## config.mk

```make
export PLATFORM = sky130hd
export DESIGN_NAME = cordic_arbiter_flat
export DESIGN_NICKNAME = d
export VERILOG_FILES = /design/src/rtl/cordic_arb_pkg.sv /design/src/rtl/cordic_arb_if.sv /design/src/rtl/cordic_rr_picker.sv /design/src/rtl/cordic_arbiter.sv /design/src/flat_wrapper.sv
export SDC_FILE = /design/constraint.sdc
export NUM_CORES = 1
export LEC_CHECK = 0
export ABC_CLOCK_PERIOD_IN_PS = 3500
export CORE_AREA = 10 10 129 131
export CTS_BUF_LIST = sky130_fd_sc_hd__clkbuf_16
export DETAILED_ROUTE_END_ITERATION = 8
export DIE_AREA = 0 0 139 141
export GPL_ROUTABILITY_DRIVEN = 0
export PLACE_DENSITY = 0.85
export SYNTH_ARGS = -nofsm -noshare
export SYNTH_HDL_FRONTEND = slang
export SYNTH_SLANG_ARGS = --single-unit
```

## constraint.sdc

```tcl
create_clock -name clk -period 3.5 [get_ports clk]
set_input_delay 0.7 -clock clk [delete_from_list [all_inputs] [get_ports clk]]
set_output_delay 0.7 -clock clk [all_outputs]
set_load 0.02 [all_outputs]
```

## src/rtl/cordic_arb_pkg.sv

```systemverilog
// Shared types and default parameters for the CORDIC engine arbiter.
package cordic_arb_pkg;

    localparam int DEF_NREQ    = 4;
    localparam int DEF_W       = 32;
    localparam int DEF_TIMEOUT = 64;

    typedef enum logic [1:0] {
        IDLE,
        ISSUE,
        WAIT,
        RESP
    } arb_state_t;

endpackage

```

## src/rtl/cordic_arb_if.sv

```systemverilog
// Requester-side bus of the CORDIC arbiter: valid/ready requests and one-cycle responses.
interface cordic_arb_if
    import cordic_arb_pkg::*;
#(
    parameter int NREQ = DEF_NREQ,
    parameter int W    = DEF_W
);
    logic [NREQ-1:0]   req_valid;
    logic [NREQ*W-1:0] req_angle;
    logic [NREQ-1:0]   req_ready;
    logic [NREQ-1:0]   rsp_valid;
    logic [W-1:0]      rsp_sin;
    logic [W-1:0]      rsp_cos;
    logic              rsp_err;

    modport master (
        output req_valid, req_angle,
        input  req_ready, rsp_valid, rsp_sin, rsp_cos, rsp_err
    );

    modport slave (
        input  req_valid, req_angle,
        output req_ready, rsp_valid, rsp_sin, rsp_cos, rsp_err
    );
endinterface

```

## src/rtl/cordic_rr_picker.sv

```systemverilog
// Combinational round-robin picker: first set request at or above rr_ptr, wrapping mod NREQ.
module cordic_rr_picker
    import cordic_arb_pkg::*;
#(
    parameter  int NREQ = DEF_NREQ,
    localparam int IW   = $clog2(NREQ)
) (
    input  logic [NREQ-1:0] req,
    input  logic [IW-1:0]   rr_ptr,
    output logic [NREQ-1:0] grant,
    output logic [IW-1:0]   grant_idx,
    output logic            req_any
);
    logic [IW-1:0] j;

    // NOTE: every output gets a default before the loop so no path leaves one unassigned (no latch).
    always_comb begin
        grant     = '0;
        grant_idx = '0;
        req_any   = 1'b0;
        j         = '0;
        for (int k = 0; k < NREQ; k++) begin
            j = IW'((int'(rr_ptr) + k) % NREQ);
            if (!req_any && req[j]) begin
                req_any   = 1'b1;
                grant_idx = j;
                grant[j]  = 1'b1;
            end
        end
    end
endmodule

```

## src/rtl/cordic_arbiter.sv

```systemverilog
// Round-robin arbiter sharing one CORDIC engine among NREQ requesters.
// Optional WAIT-state watchdog enabled by defining CORDIC_ARB_TIMEOUT_EN.
module cordic_arbiter
    import cordic_arb_pkg::*;
#(
    parameter int NREQ    = DEF_NREQ,
    parameter int W       = DEF_W,
    parameter int TIMEOUT = DEF_TIMEOUT
) (
    input  logic          clk,
    input  logic          rst_n,
    cordic_arb_if.slave   bus,
    output logic          busy,
    output logic [W-1:0]  cor_angle,
    output logic          cor_start,
    input  logic [W-1:0]  cor_sin,
    input  logic [W-1:0]  cor_cos,
    input  logic          cor_finish
);
    localparam int IW = $clog2(NREQ);

    arb_state_t      state, state_nxt;
    logic [IW-1:0]   rr_ptr, owner;
    logic [NREQ-1:0] grant;
    logic [IW-1:0]   grant_idx;
    logic            req_any;
    logic [W-1:0]    sel_angle;
    logic            expired;

    cordic_rr_picker #(.NREQ(NREQ)) u_picker (
        .req       (bus.req_valid),
        .rr_ptr    (rr_ptr),
        .grant     (grant),
        .grant_idx (grant_idx),
        .req_any   (req_any)
    );

    always_comb begin
        sel_angle = '0;
        for (int k = 0; k < NREQ; k++) begin
            if (grant_idx == IW'(k)) sel_angle = bus.req_angle[k*W +: W];
        end
    end

`ifdef CORDIC_ARB_TIMEOUT_EN
    localparam int CW = ($clog2(TIMEOUT + 1) > 8) ? $clog2(TIMEOUT + 1) : 8;
    logic [CW-1:0] wait_cnt;

    always_ff @(posedge clk) begin
        if (!rst_n)              wait_cnt <= '0;
        else if (state == ISSUE) wait_cnt <= '0;
        else if (state == WAIT)  wait_cnt <= wait_cnt + 1'b1;
    end

    // The count reaches TIMEOUT on the edge leaving this cycle, so expiry is flagged one count early.
    assign expired = (state == WAIT) && (wait_cnt == CW'(TIMEOUT - 1));
`else
    localparam int timeout_unused = TIMEOUT;
    assign expired = 1'b0;
`endif

    always_comb begin
        state_nxt = state;
        unique case (state)
            IDLE:    if (req_any) state_nxt = ISSUE;
            ISSUE:   state_nxt = WAIT;
            WAIT:    if (cor_finish || expired) state_nxt = RESP;
            RESP:    state_nxt = IDLE;
            default: state_nxt = IDLE;
        endcase
    end

    assign bus.req_ready = (state == IDLE) ? grant : '0;
    assign busy          = (state != IDLE);
    assign cor_start     = (state == ISSUE);

    // NOTE: registered state uses non-blocking assignments so every flop samples pre-edge values.
    always_ff @(posedge clk) begin
        if (!rst_n) begin
            state         <= IDLE;
            rr_ptr        <= '0;
            owner         <= '0;
            cor_angle     <= '0;
            bus.rsp_valid <= '0;
            bus.rsp_sin   <= '0;
            bus.rsp_cos   <= '0;
            bus.rsp_err   <= 1'b0;
        end else begin
            state         <= state_nxt;
            bus.rsp_valid <= '0;
            if (state == IDLE && req_any) begin
                owner     <= grant_idx;
                cor_angle <= sel_angle;
            end
            // A finish on the expiry cycle wins: the engine's result is still good.
            if (state == WAIT && (cor_finish || expired)) begin
                bus.rsp_valid <= NREQ'(1) << owner;
                bus.rsp_sin   <= cor_finish ? cor_sin : '0;
                bus.rsp_cos   <= cor_finish ? cor_cos : '0;
                bus.rsp_err   <= !cor_finish;
            end
            if (state == RESP) begin
                rr_ptr <= (owner == IW'(NREQ - 1)) ? '0 : owner + 1'b1;
            end
        end
    end
endmodule

```

## src/flat_wrapper.sv

```systemverilog
// flat-port wrapper written by rule: the top's interface ports become plain ports
module cordic_arbiter_flat import cordic_arb_pkg::*;
#(
    parameter int NREQ    = DEF_NREQ,
    parameter int W       = DEF_W,
    parameter int TIMEOUT = DEF_TIMEOUT
)
  (clk, rst_n, busy, cor_angle, cor_start, cor_sin, cor_cos, cor_finish, bus_req_valid, bus_req_angle, bus_req_ready, bus_rsp_valid, bus_rsp_sin, bus_rsp_cos, bus_rsp_err);
  cordic_arb_if #(.NREQ(NREQ), .W(W)) bus_i ();
  input  logic clk;
  input  logic rst_n;
  output logic busy;
  output logic [W-1:0] cor_angle;
  output logic cor_start;
  input  logic [W-1:0] cor_sin;
  input  logic [W-1:0] cor_cos;
  input  logic cor_finish;
  input wire logic [$bits(bus_i.req_valid)-1:0] bus_req_valid;
  input wire logic [$bits(bus_i.req_angle)-1:0] bus_req_angle;
  output wire logic [$bits(bus_i.req_ready)-1:0] bus_req_ready;
  output wire logic [$bits(bus_i.rsp_valid)-1:0] bus_rsp_valid;
  output wire logic [$bits(bus_i.rsp_sin)-1:0] bus_rsp_sin;
  output wire logic [$bits(bus_i.rsp_cos)-1:0] bus_rsp_cos;
  output wire logic [$bits(bus_i.rsp_err)-1:0] bus_rsp_err;
  assign bus_i.req_valid = bus_req_valid;
  assign bus_i.req_angle = bus_req_angle;
  assign bus_req_ready = bus_i.req_ready;
  assign bus_rsp_valid = bus_i.rsp_valid;
  assign bus_rsp_sin = bus_i.rsp_sin;
  assign bus_rsp_cos = bus_i.rsp_cos;
  assign bus_rsp_err = bus_i.rsp_err;
  cordic_arbiter #(.NREQ(NREQ), .W(W), .TIMEOUT(TIMEOUT)) u_core (.clk(clk), .rst_n(rst_n), .bus(bus_i), .busy(busy), .cor_angle(cor_angle), .cor_start(cor_start), .cor_sin(cor_sin), .cor_cos(cor_cos), .cor_finish(cor_finish));
endmodule
```

==> flow_summary.yaml <==
grt:
  grt_pass1_vias: 5426
  grt.overflow.total: 0
  grt_usage: 0.188
  grt.met3_usage: 0.0944
  gr-usage-met2: 0.327
  grt-busiest-layer: "met2"
  grt_util_met1: 0.202
  grt_pass1_wl_mm: 29.8
  antenna_found_initial: 0
  grt_max_degree: 72
clock_network:
  cts_setup_buffers: 0
  clock-sinks: 107
  clkLatencyLatePin_ns: 0.35
  cts_buffer_depth: 2
  cts_tree: "built"
  clkTransAtPathRegs_ns: 0.08
  ctsHtreeMaxLevel: 3
  cts_buffers: 9
  cts_hold_buf: 0
  clock-root-buffer: "clkbuf_16"
floorplanning:
  die_h_um: 141
  die_x_um: 139
  rows: 44
  ios: 306
  placeableCoreArea_mm2: 0.0142
  initial_core_util: 0.367
  die_area_mm2: 0.0196
timing:
  setup_slack_ns: 0.226
  fin_crit_ns: 3.27
  setup_violations: 0
  hold_viol: 0
  finalCritPeriodShare: 0.935
  rsz0062_at_grt: "no"
  hold_slack_ns: 0.452
  maxSlewHeadroom: 0.490
  fmax_mhz: 305
  tightest_slew_ns: 0.763
  fin_skew_ns: 0.0103
  slew_viol_final: 0
detailed_routing:
  drt_iter0_drc: 174
  wirelength_mm: 19.4
  avgRoutedWirePerCell_um: 18.3
  ant_nets: 0
  viasPerCell: 4.89
  drtPass1Iterations: 4
  vias: 5191
  drc: 0
synthesis:
  synth_top_area_cell: "dfxtp_1"
  synth_top_family_by_area: "compound AO/OA/AOI/OAI gates"
  synthAdderAreaFrac: 0.0312
  yosysMostFrequentCell: "nand2_1"
  synth_nets: 786
  synth_area_mm2: 0.00521
  postSynthAreaPerCell_um2: 9.07
  synth_top_flop_cell: "dfxtp_1"
  synth_top_cells_by_count: "nand2_1, dfxtp_1, mux2i_1, a21oi_1, o221ai_2"
  yosys_warnings: 0
  synth_compound_area_frac: 0.187
  synth_cell_types: 46
  synthMuxAreaShare: 0.153
  synthArstFlopShare: 0
  synth_xor_xnor_area_share: 0
  synth-edff-count: 0
  syn_inst: 574
  yosys-top-cells-area: "dfxtp_1, mux2i_1, nand2_1"
  synth_top_area_frac: 0.411
  synth.ff_latch_count: 107
  synth-seq-area-share: 0.411
  synthSimpleGateAreaFrac: 0.157
critical_path:
  arrival_ns: 2.57
  crit_fanout: 5
  worstSetupStartpoint: "u_core.rr_ptr[0]"
  crit_type: "flip-flop to primary output"
  timing.rr.start: "u_core.rr_ptr[0]"
  critical_path_required_ns: 2.80
  start_kind: "flip-flop"
  worstSetupEndpointType: "primary output"
power_and_ir_drop:
  p_comb_frac: 0.459
  p_sw_frac: 0.365
  p_per_area_mw_per_mm2: 550
  switchingPower_uw: 1760
  pwr-share-seq: 0.337
  peakVddDrop_uv: 381
  internal_power_uw: 3060
  power.leakage_uw: 0.00344
  fin_total_pwr_uw: 4820
  pwr-share-clk: 0.204
final_layout:
  diodes: 0
  fin_area_mm2: 0.00876
  synthToLayoutAreaGrowth_pct: 68.2
  nNetsFinal: 1084
  nFillCells: 1159
  drive_gt1_frac: 0.100
place:
  io_buffers: 305
  dp_worst_setup_slack_ns: -0.162
  place_area_mm2: 0.00848
  post-dp-hpwl_mm: 15.6
hold_path:
  hp-class: "flip-flop to flip-flop"
  holdCritStartpoint: "u_core.bus.rsp_cos[19]"
outcome:
  status: "completed"
run:
  max-cap-violations: 0
[stage by stage]
stage | cells | util | setup TNS (ns)
floorplan | 574 | - | 0
global placement | 1045 | 0.597 | -0.479
detailed placement | 1045 | 0.597 | -0.616
CTS | 1061 | 0.617 | 0
global route | 1061 | 0.617 | 0
finish | 1061 | 0.617 | 0
[metal layers]
metal  routed length [um]  vias to the layer above  part of all wire
li1                     -                     2584                 -
met1                 7690                     2367              0.40
met2                 9310                      228              0.48
met3                 2230                       12              0.11
met4                  177                        0            0.0091
met5                    0                        -                 0
[power groups by stage]
| stage | registers [uW] | logic [uW] | clock network [uW] |
|---|---|---|---|
| floorplan | 1930 | 923 | 0 |
| global placement | 1640 | 2220 | 0 |
| detailed placement | 1650 | 2250 | 0 |
| CTS | 1630 | 2250 | 1010 |
| global route | 1660 | 2370 | 1060 |
| finish | 1620 | 2210 | 982 |
[sequential cells by signal, indices dropped and copies added, names as in the netlist]
signal / cells
u_core.bus.rsp_err: 1
u_core.cor_angle: 32
u_core.rr_ptr: 2
u_core.bus.rsp_sin: 32
u_core.state: 2
u_core.owner: 2
u_core.bus.rsp_valid: 4
u_core.bus.rsp_cos: 32
[layout by cell type (no fill, tap or decap), types with 2 or more instances in the layout]
cell type        instances
o221ai_1                 5
a22o_1                   4
nand2_2                  2
inv_8                    2
buf_12                   5
clkinv_4                 2
nor2_1                  14
clkdlybuf4s50_1        301
clkbuf_2                 4
nand2_1                167
buf_4                   21
clkbuf_16                9
ha_1                    12
dfxtp_1                107
nor4_1                   2
nand3b_1                 3
o221ai_2                28
o32a_1                   2
nand3_1                  2
a21o_1                   2
mux2i_1                 74
a21oi_1                 70
mux2_2                   3
inv_1                    7
[worst max-delay path, cell delays in order, from the launching register on]
cell      delay [ns]
dfxtp_1         0.33
inv_1           0.10
ha_2            0.40
mux4_2          0.53
nor3_2          0.29
a22o_1          0.17
mux2i_1         0.08
a21oi_1         0.15
clkbuf_2        0.19
[timing repair]
item / in CTS / in global routing
hold endpoints to repair: 0 / 0
resized for setup: 5 / 9
setup endpoints to repair: 4 / 4
[cell families (layout without fill, tap and decap cells)]
logic type / after synthesis / after routing
flip-flops: 107 / 107
AND/OR/NAND/NOR: 202 / 202
buffers and inverters: 52 / 355
AO/OA/AOI/OAI: 122 / 122
multiplexers: 78 / 78
adder cells (fa/ha/maj): 13 / 13
[final timing paths]
kind / endpoint / slack, ns / cells past startpoint
min reg2reg: u_core.bus.rsp_cos[19] / 0.45 / 2
max reg2reg: u_core.cor_angle[27] / 0.74 / 11
min: u_core.bus.rsp_cos[19] / 0.45 / 2
max: bus_req_ready[0] / 0.23 / 8
[area by class of cell]
| type | count | area (um2) | share of cell area |
|---|---|---|---|
| Multi-Input combinational cell | 415 | 2780 | 0.317 |
| Clock inverter | 7 | 60.1 | 0.00686 |
| Timing Repair Buffer | 331 | 3290 | 0.376 |
| Clock buffer | 9 | 225 | 0.0257 |
| Tap cell | 184 | 230 | 0.0263 |
| Sequential cell | 107 | 2140 | 0.245 |
| Inverter | 8 | 30.0 | 0.00343 |
Note: power is estimated with default switching activity, not from simulation.
